### src/rtl/if_pkg.sv
// ---------------------------------------------------------------------------
// if_pkg: shared types and constants for the instruction-fetch stage.
//   if_state_e : fetch FSM states (IDLE, FETCH, HOLD, DROP)
//   NOP_INSTR  : encoding loaded into IF/ID on reset or squash
//   PC_STEP_DEF: default byte increment from one PC to the next
// ---------------------------------------------------------------------------
package if_pkg;

    localparam int unsigned PC_STEP_DEF = 4;
    localparam logic [31:0] NOP_INSTR   = 32'h0000_0000;

    typedef enum logic [1:0] {
        IDLE  = 2'd0,
        FETCH = 2'd1,
        HOLD  = 2'd2,
        DROP  = 2'd3
    } if_state_e;

endpackage

### src/rtl/if_stage_if_id_reg.sv
// ---------------------------------------------------------------------------
// if_id_reg: IF/ID pipeline register.
//   clk, rst     : clock, async active-high reset (to NOP / invalid)
//   i_load       : capture i_instr / i_pc_plus4 and mark valid
//   i_stall      : hold current contents
//   i_flush      : squash to NOP / invalid (highest priority)
//   i_instr      : instruction to capture
//   i_pc_plus4   : PC+step to capture
//   o_instr, o_pc_plus4, o_valid : registered IF/ID contents
// Neither load nor stall inserts a bubble (valid drops, payload kept).
// ---------------------------------------------------------------------------
module if_id_reg
    import if_pkg::*;
#(
    parameter int unsigned ADDR_W = 32,
    parameter int unsigned DATA_W = 32
) (
    input  logic              clk,
    input  logic              rst,
    input  logic              i_load,
    input  logic              i_stall,
    input  logic              i_flush,
    input  logic [DATA_W-1:0] i_instr,
    input  logic [ADDR_W-1:0] i_pc_plus4,
    output logic [DATA_W-1:0] o_instr,
    output logic [ADDR_W-1:0] o_pc_plus4,
    output logic              o_valid
);

    logic [DATA_W-1:0] r_instr;
    logic [ADDR_W-1:0] r_pc_plus4;
    logic              r_valid;

    // Priority: flush > stall > load > bubble
    always_ff @(posedge clk or posedge rst) begin
        if (rst) begin
            r_instr    <= DATA_W'(NOP_INSTR);
            r_pc_plus4 <= '0;
            r_valid    <= 1'b0;
        end else if (i_flush) begin
            r_instr    <= DATA_W'(NOP_INSTR);
            r_valid    <= 1'b0;
        end else if (!i_stall) begin
            if (i_load) begin
                r_instr    <= i_instr;
                r_pc_plus4 <= i_pc_plus4;
                r_valid    <= 1'b1;
            end else begin
                r_valid    <= 1'b0;
            end
        end
    end

    assign o_instr    = r_instr;
    assign o_pc_plus4 = r_pc_plus4;
    assign o_valid    = r_valid;

endmodule

### src/rtl/if_stage.sv
// ---------------------------------------------------------------------------
// if_stage: instruction-fetch stage between the PC register and IF/ID.
//   clk, rst              : clock, async active-high reset
//   pc_in                 : current PC (PC register updates on negedge)
//   pc_advance            : comb, one pulse per accepted instruction
//   pc_plus4              : comb, pc_in + PC_STEP (wraps)
//   imem_req, imem_addr   : comb, instruction-memory request
//   imem_rdata, imem_ack  : memory response, ack may come same cycle
//   stall_in, flush_in    : hazard hold / branch squash (flush wins)
//   id_instr, id_pc_plus4, id_valid : IF/ID register contents
// Optional macro IF_PERF_CNT_EN adds fetch_count and stall_count outputs.
// ---------------------------------------------------------------------------
module if_stage
    import if_pkg::*;
#(
    parameter int unsigned ADDR_W  = 32,
    parameter int unsigned DATA_W  = 32,
    parameter int unsigned PC_STEP = PC_STEP_DEF
) (
    input  logic              clk,
    input  logic              rst,
    input  logic [ADDR_W-1:0] pc_in,
    output logic              pc_advance,
    output logic [ADDR_W-1:0] pc_plus4,
    output logic              imem_req,
    output logic [ADDR_W-1:0] imem_addr,
    input  logic [DATA_W-1:0] imem_rdata,
    input  logic              imem_ack,
    input  logic              stall_in,
    input  logic              flush_in,
    output logic [DATA_W-1:0] id_instr,
    output logic [ADDR_W-1:0] id_pc_plus4,
    output logic              id_valid
`ifdef IF_PERF_CNT_EN
    ,
    output logic [31:0]       fetch_count,
    output logic [31:0]       stall_count
`endif
);

    if_state_e         r_state;
    if_state_e         w_next_state;
    logic [DATA_W-1:0] r_hold_reg;
    logic [ADDR_W-1:0] r_hold_pc4;
    logic [ADDR_W-1:0] r_drop_addr;

    logic              w_load;
    logic              w_from_hold;
    logic              w_cap_hold;
    logic              w_cap_drop;
    logic [DATA_W-1:0] w_ld_instr;
    logic [ADDR_W-1:0] w_ld_pc4;

    assign pc_plus4 = pc_in + ADDR_W'(PC_STEP);

    // State register
    always_ff @(posedge clk or posedge rst) begin
        if (rst) begin
            r_state <= IDLE;
        end else begin
            r_state <= w_next_state;
        end
    end

    // Next state, handshake and IF/ID control
    always_comb begin
        w_next_state = r_state;
        imem_req     = 1'b0;
        imem_addr    = pc_in;
        pc_advance   = 1'b0;
        w_load       = 1'b0;
        w_from_hold  = 1'b0;
        w_cap_hold   = 1'b0;
        w_cap_drop   = 1'b0;
        case (r_state)
            IDLE: begin
                w_next_state = FETCH;
            end
            FETCH: begin
                imem_req = 1'b1;
                if (flush_in) begin
                    // An unacked request must still complete; remember where it went
                    if (!imem_ack) begin
                        w_cap_drop   = 1'b1;
                        w_next_state = DROP;
                    end
                end else if (imem_ack) begin
                    if (stall_in) begin
                        w_cap_hold   = 1'b1;
                        w_next_state = HOLD;
                    end else begin
                        w_load     = 1'b1;
                        pc_advance = 1'b1;
                    end
                end
            end
            HOLD: begin
                if (flush_in) begin
                    w_next_state = FETCH;
                end else if (!stall_in) begin
                    w_load       = 1'b1;
                    w_from_hold  = 1'b1;
                    pc_advance   = 1'b1;
                    w_next_state = FETCH;
                end
            end
            DROP: begin
                imem_req  = 1'b1;
                imem_addr = r_drop_addr;
                if (imem_ack) begin
                    w_next_state = FETCH;
                end
            end
            default: begin
                w_next_state = IDLE;
            end
        endcase
    end

    // Parked instruction for a stalled ack, and address of a squashed fetch
    always_ff @(posedge clk or posedge rst) begin
        if (rst) begin
            r_hold_reg  <= '0;
            r_hold_pc4  <= '0;
            r_drop_addr <= '0;
        end else begin
            if (w_cap_hold) begin
                r_hold_reg <= imem_rdata;
                r_hold_pc4 <= pc_plus4;
            end
            if (w_cap_drop) begin
                r_drop_addr <= pc_in;
            end
        end
    end

    assign w_ld_instr = w_from_hold ? r_hold_reg : imem_rdata;
    assign w_ld_pc4   = w_from_hold ? r_hold_pc4 : pc_plus4;

    if_id_reg #(
        .ADDR_W (ADDR_W),
        .DATA_W (DATA_W)
    ) u_if_id_reg (
        .clk        (clk),
        .rst        (rst),
        .i_load     (w_load),
        .i_stall    (stall_in),
        .i_flush    (flush_in),
        .i_instr    (w_ld_instr),
        .i_pc_plus4 (w_ld_pc4),
        .o_instr    (id_instr),
        .o_pc_plus4 (id_pc_plus4),
        .o_valid    (id_valid)
    );

`ifdef IF_PERF_CNT_EN
    logic [31:0] r_fetch_count;
    logic [31:0] r_stall_count;

    // Accepted-instruction and waiting-cycle counters, free-running wrap
    always_ff @(posedge clk or posedge rst) begin
        if (rst) begin
            r_fetch_count <= '0;
            r_stall_count <= '0;
        end else begin
            if (pc_advance) begin
                r_fetch_count <= r_fetch_count + 32'd1;
            end
            if ((r_state == HOLD) || ((r_state == FETCH) && !imem_ack)) begin
                r_stall_count <= r_stall_count + 32'd1;
            end
        end
    end

    assign fetch_count = r_fetch_count;
    assign stall_count = r_stall_count;
`endif

endmodule

### config.mk
export PLATFORM = sky130hd
export DESIGN_NAME = if_stage
export DESIGN_NICKNAME = d
export VERILOG_FILES = /design/src/rtl/if_pkg.sv /design/src/rtl/if_stage_if_id_reg.sv /design/src/rtl/if_stage.sv
export SDC_FILE = /design/constraint.sdc
export NUM_CORES = 1
export LEC_CHECK = 0
export BUFFER_PORTS_ARGS = -buffer_cell sky130_fd_sc_hd__buf_2
export CAP_MARGIN = 20
export CELL_PAD_IN_SITES_DETAIL_PLACEMENT = 1
export CELL_PAD_IN_SITES_GLOBAL_PLACEMENT = 1
export CORE_ASPECT_RATIO = 0.6
export CORE_UTILIZATION = 40
export DETAILED_ROUTE_END_ITERATION = 10
export HOLD_SLACK_MARGIN = 0.12
export PLACE_DENSITY_LB_ADDON = 0.15
export SYNTH_ARGS = -nofsm -noshare
export SYNTH_HDL_FRONTEND = slang
export SYNTH_SLANG_ARGS = --single-unit
### constraint.sdc
create_clock -name clk -period 5.7 [get_ports clk]
set_input_delay 0.285 -clock clk [delete_from_list [all_inputs] [get_ports clk]]
set_output_delay 0.285 -clock clk [all_outputs]
set_load 0.01 [all_outputs]
==> metrics.txt, run 1 <==
status=completed; global-route wire length before repair=38.2 mm; Critical Path Max Stage Delay=0.60 ns; top cells by area, synth=dfrtp_1, mux2_2, o21ai_0; vias per cell=5.39; hpwl dp=16.5 mm; Finished Layout Cells=1,208; H-tree levels=4; Starting DRT DRC Count=about 360; placed cell count=1,146; top-count cell post-synth=dfrtp_1; total CTS buffers=17; Mean Syn Cell Area=~11 sq um; fin util=~52%; crit path launch type=register; Commonest cells post-synth=dfrtp_1, mux2_2, o21ai_0, nand2_1, clkbuf_1; mapped cell area=7860 sq um; post-synthesis sequential area ratio=51.9%; row cnt=39; Lkg Pwr=4.58 nW; worst-path fanout max=92; total of warnings raised by yosys=0; # Post-CTS Setup Buffers=0; Yosys cell types=53; fin. max-slew vios=0; vias in the first global route=6,847; Critical-path top delay cell=inv_2; drt total wl=23.9 mm; # DRC=0; clock tree buffer depth=2; gr ovfl total=0; Crit Path Category=register to output pin; pwr dens=~450 nW/um^2; flops & latches, synth=163; DR pass1 iterations=5; Post-synth top flop=dfrtp_1; FF-to-FF setup slack=2.18 ns; fin crit period=3.57 ns; Hold Path Sink=r_hold_reg[6]; Skew-Pair Late Insertion Delay=between 0.4 and 0.5 ns; Hold Path Class=input port to register; initial core utilization=approximately two fifths; setup violation total in the final timing report=0; Worst EP arrival=3.28 ns; sequence of cells on the critical path=inv_1 -> ha_1 -> a21oi_1 -> or4_2 -> buf_4 -> inv_2 -> buf_2; overall power=approximately 4.5 mW; setup_tns=0 ns; Total GRT Usage=~24%; drt wl/cell=19.8 um; die area=20,200 sq um; ys async rst share=100%; Die Wd=183 um; cell-internal power=3.07 mW; filler instances=~2,100; f_max=around 0.28 GHz; hold path depth=2; Syn-to-layout area delta=26.8%; Final Skew=0.00683 ns; nets@finish=1,005; power share of the sequential group=a little over two fifths; Antenna Cells=0; DRT antenna net count=0; ratio of cells with drive above 1 in the final layout=36.4%; Crit. Startpoint=r_state[1]; Logic pwr share=a little under a third; CTS tree=done; switching share of power=32.2%; Post-synth EDFFs=0; dominant cell type by area after synthesis=dfrtp_1; NetSw=1.46 mW; post-cts resize count=0; initial antenna violation count=0; routed vias=6,512; origin of the worst min-delay path=imem_rdata[6]; top cell type's share of synthesized area=51.9%; GP Congestion=0.872; largest net degree at the start of global routing=102; RSZ-0062 raised after global routing=false; # IOs=200; fin crit share=62.6%; Max Cap Viol=0; synthesized instance count=727; peak supply drop=0.000233 V; port bufs=199; reg-to-reg critical path endpoint=u_if_id_reg.o_instr[6]; CTS clock-pin slew for the worst setup and hold paths=0.06 ns; total nets after synthesis=800; Root Driver=clkbuf_16; CTS sink count=approximately 160; core box area=19,100 sq um; Clk pwr share=26.2%; actual slew at the worst max-slew pin=0.988 ns; die height=111 um; reg2reg start=r_state[1]; CP Capture Type=output pin; slew margin rel.=34.2%; Crit path required time=5.41 ns; final hold violation count=0; worst r2r path cells=9
metrics by stage:
stage	setup slack, ns	area, sq um	hold slack (ns)
2_1_floorplan	1.01	7860	0.397
3_3_place_gp	2.53	9030	0.460
3_5_place_dp	2.24	9030	0.468
4_1_cts	2.15	9940	0.136
5_1_grt	1.96	9970	0.142
6_report	2.13	9970	0.154
what timing repair did:
action	4_1_cts	5_1_grt
hold buffers	32	0
hold endpoints to repair	56	0
endpoints found under the setup margin	0	0
cell families (layout without fill, tap and decap cells):
logic type / after synthesis / in the layout / synth area share (%)
and+or+nand+nor: 200 / 200 / 13.3
DFF: 163 / 163 / 51.9
AOI/OAI and AO/OA: 139 / 139 / 10.5
muxes: 124 / 124 / 17.4
buffers and inverters: 77 / 292 / 3.96
xor gates and xnor gates: 20 / 20 / 2.23
adders and majority gates: 4 / 4 / 0.636
power groups by stage:
stage | clock, mW | sequential (mW) | combinational [mW]
floorplan | 0 | 1.91 | 0.858
global placement | 0 | 1.89 | 1.35
detailed placement | 0 | 1.93 | 1.42
CTS | 1.22 | 1.91 | 1.44
global route | 1.26 | 1.97 | 1.57
finish | 1.18 | 1.92 | 1.43
layout make-up:
| type | instances | area, sq um | share of cell area, % |
|---|---|---|---|
| inverter | 28 | 110 | 1.10 |
| multi-input combinational | 487 | 3490 | 35.0 |
| sequential | 163 | 4080 | 40.9 |
| timing repair buffer | 235 | 1370 | 13.7 |
| clock inverter | 6 | 130 | 1.31 |
| tap | 266 | 333 | 3.34 |
| clock buffer | 23 | 458 | 4.59 |
cells in the final DEF (no fill, tap or decap), types with 5 or more instances in the layout:
| cell | synthesis | routed |
|---|---|---|
| nand2_1 | 70 | 70 |
| a21oi_1 | 11 | 11 |
| buf_2 | 11 | 199 |
| inv_1 | 27 | 26 |
| dfrtp_1 | 163 | 163 |
| nor3_1 | 11 | 11 |
| a31oi_1 | 7 | 7 |
| nand3_1 | 20 | 19 |
| nand4_1 | 10 | 10 |
| nand2b_1 | 5 | 5 |
| or2_2 | 5 | 5 |
| dlygate4sd3_1 | 0 | 32 |
| xor2_1 | 9 | 9 |
| o2bb2ai_1 | 9 | 9 |
| o211ai_1 | 6 | 6 |
| clkbuf_1 | 31 | 5 |
| nand3b_1 | 24 | 24 |
| a22oi_1 | 10 | 10 |
| o21ai_0 | 78 | 78 |
| nor2_1 | 27 | 27 |
| and4_1 | 6 | 6 |
| xnor2_1 | 11 | 11 |
| mux2_2 | 99 | 99 |
| mux2i_1 | 24 | 24 |
| clkbuf_16 | 0 | 17 |
worst max-delay path, delay by kind of cell (launching register included):
| kind | cells | cell delay [ns] |
|---|---|---|
| buffers and inverters | 4 | 1.38 |
| and+or+nand+nor | 1 | 0.54 |
| DFF | 1 | 0.42 |
| adders and majority gates | 1 | 0.37 |
| AOI/OAI and AO/OA | 1 | 0.12 |
how the worst max path moves through the flow:
stage	to	slack, ns	depth (start not counted)
global placement	u_if_id_reg.o_instr[30]	2.53	9
finish	pc_advance	2.13	7
CTS	pc_advance	2.15	7
detailed placement	u_if_id_reg.o_instr[2]	2.24	9
global route	pc_advance	1.96	7
floorplan	r_drop_addr[0]	1.01	1
routing by layer:
metal | track usage, % | routed length, um
met5 | 0 | 0
met3 | 4.95 | 1220
met4 | 6.61 | 323
met2 | 37.3 | 10900
met1 | 35.2 | 11500
Power figures use the tool's default switching activity.
==> inputs of run 2 (changes only) <==
--- a/config.mk
+++ b/config.mk
@@ -10,7 +10,7 @@
 export CELL_PAD_IN_SITES_DETAIL_PLACEMENT = 1
 export CELL_PAD_IN_SITES_GLOBAL_PLACEMENT = 1
 export CORE_ASPECT_RATIO = 0.6
-export CORE_UTILIZATION = 40
+export CORE_UTILIZATION = 37
 export DETAILED_ROUTE_END_ITERATION = 10
 export HOLD_SLACK_MARGIN = 0.12
 export PLACE_DENSITY_LB_ADDON = 0.15
==> constraint.sdc (replaced) <==
create_clock -name clk -period 3.2 [get_ports clk]
set_input_delay 0.16 -clock clk [delete_from_list [all_inputs] [get_ports clk]]
set_output_delay 0.16 -clock clk [all_outputs]
set_load 0.01 [all_outputs]
==> metrics.txt, run 2 (synthesized netlist as in run 1, its figures left out) <==
status=completed; routing usage on met2=36.2%; post-cts resize count=0; initial core utilization=between 30% and 40%; Hold WS=0.120 ns; core box area=around 20,000 sq um; routed vias=between 6,000 and 7,000; Logic pwr share=32.3%; Finished Layout Cells=around 1,300; RSZ-0062 raised after global routing=false; DRT antenna net count=0; largest net degree at the start of global routing=164; overall power=8.01 mW; fin util=50.4%; Crit. Startpoint=pc_in[18]; commonest cells after routing, fill and taps aside=buf_2, dfrtp_1, mux2_2, o21ai_0, nand2_1; crit path launch type=input port; row cnt=40; Multi-input gate area=3490 sq um; port bufs=199; Crit path required time=3.04 ns; vias per cell=5.25; Hold Buf Count CTS=62; most common cell after layout, fill and taps aside=buf_2; pwr dens=between 700 and 800 nW/um^2; worst-path fanout max=7; die area=21,900 sq um; slew margin rel.=36.8%; fin. max-slew vios=0; routing usage on met1=32.8%; clock tree buffer depth=2; power share of the sequential group=42.7%; GP Congestion=roughly 0.84; Final Skew=0.00539 ns; Max Cap Viol=0; CTS tree=done; worst r2r path cells=8; final hold violation count=0; ratio of cells with drive above 1 in the final layout=between 30% and 40%; Clk pwr share=25.0%; setup_tns=0 ns; hpwl dp=between 15 and 20 mm; origin of the worst min-delay path=pc_in[27]; switching share of power=34.0%; peak supply drop=0.000462 V; actual slew at the worst max-slew pin=approximately 0.95 ns; reg2reg start=r_state[1]; Crit Path Category=input port to output pin; Most Crowded Layer GR=met2; hold path depth=3; CTS sink count=163; Root Driver=clkbuf_16; initial antenna violation count=0; CP Capture Type=output pin; fin crit share=92.0%; setup ws final=0.255 ns; Skew-Pair Late Insertion Delay=between 0.4 and 0.5 ns; CTS clock-pin slew for the worst setup and hold paths=0.07 ns; # Post-CTS Setup Buffers=0; Lkg Pwr=4.71 nW; gr ovfl total=0; area post-placement=9100 sq um; met3 GRT Util=5.62%; pre-CTS WS=between 0.4 and 0.5 ns; global-route wire length before repair=39.1 mm; vias in the first global route=6,947; Seq. cell area=just over 4000 sq um; die height=115 um; Starting DRT DRC Count=337; drt total wl=24.6 mm; f_max=0.340 GHz; Syn-to-layout area delta=30.9%; total CTS buffers=17; cell-internal power=approximately 5.3 mW; final instance area=10,300 sq um; Hold Path Class=input port to register; drt wl/cell=about 20 um; NetSw=2.72 mW; Total GRT Usage=23.4%; H-tree levels=4; nets@finish=slightly above 1,000; Worst EP arrival=2.79 ns; filler instances=between 2,000 and 2,500; DR pass1 iterations=5; placed cell count=about 1,200; setup violation total in the final timing report=0; fin crit period=just under 3 ns; Die Wd=roughly 190 um; # DRC=0; # IOs=200
run 2: cell types whose count changed in the layout (fill, tap and decap cells not counted), sizes merged:
| cell | delta |
|---|---|
| clkbuf | -5 |
| dlygate4sd3 | +30 |
| clkinvlp | +3 |
| diode | +1 |
| bufinv | -3 |
| inv | +3 |
| clkinv | +5 |
| buf | +4 |
run 2: power groups by stage:
stage / sequential [mW] / combinational, mW / clock, mW
2_1_floorplan: 3.40 / 1.53 / 0
3_3_place_gp: 3.37 / 2.43 / 0
3_5_place_dp: 3.44 / 2.54 / 0
4_1_cts: 3.41 / 2.61 / 2.05
5_1_grt: 3.52 / 2.85 / 2.13
6_report: 3.42 / 2.59 / 2.00
run 2: worst paths after layout:
check | to | slack [ns]
min reg2reg | u_if_id_reg.o_pc_plus4[8] | 0.47
max in group asynchronous | r_hold_reg[3] | 1.96
max reg2reg | u_if_id_reg.o_instr[30] | 0.38
max | pc_plus4[25] | 0.25
min in group asynchronous | u_if_id_reg.o_pc_plus4[1] | 0.51
min | r_drop_addr[27] | 0.12
run 2: final cells by class:
type                            count  area share (%)
Multi-Input combinational cell    487            33.9
Clock buffer                       18            4.27
Clock inverter                     14            1.26
Tap cell                          273            3.32
Sequential cell                   163            39.6
Inverter                           28            1.06
Antenna cell                        1          0.0243
Timing Repair Buffer              269            16.5
run 2: worst max-delay path, cell delays in order:
cell           delay, ns
dlygate4sd3_1       0.53
buf_2               0.19
nand4_1             0.26
nor4_1              0.64
nand2_1             0.15
xor2_1              0.59
inv_1               0.10
buf_2               0.17
run 2: layer usage:
metal  vias to the layer above  wire length [um]  part of all wire [%]
met5                         -                 0                     0
met1                      3345             11800                    48
met4                         0               250                   1.0
li1                       3060                 -                     -
met3                        22              1300                   5.3
met2                       157             11200                    46
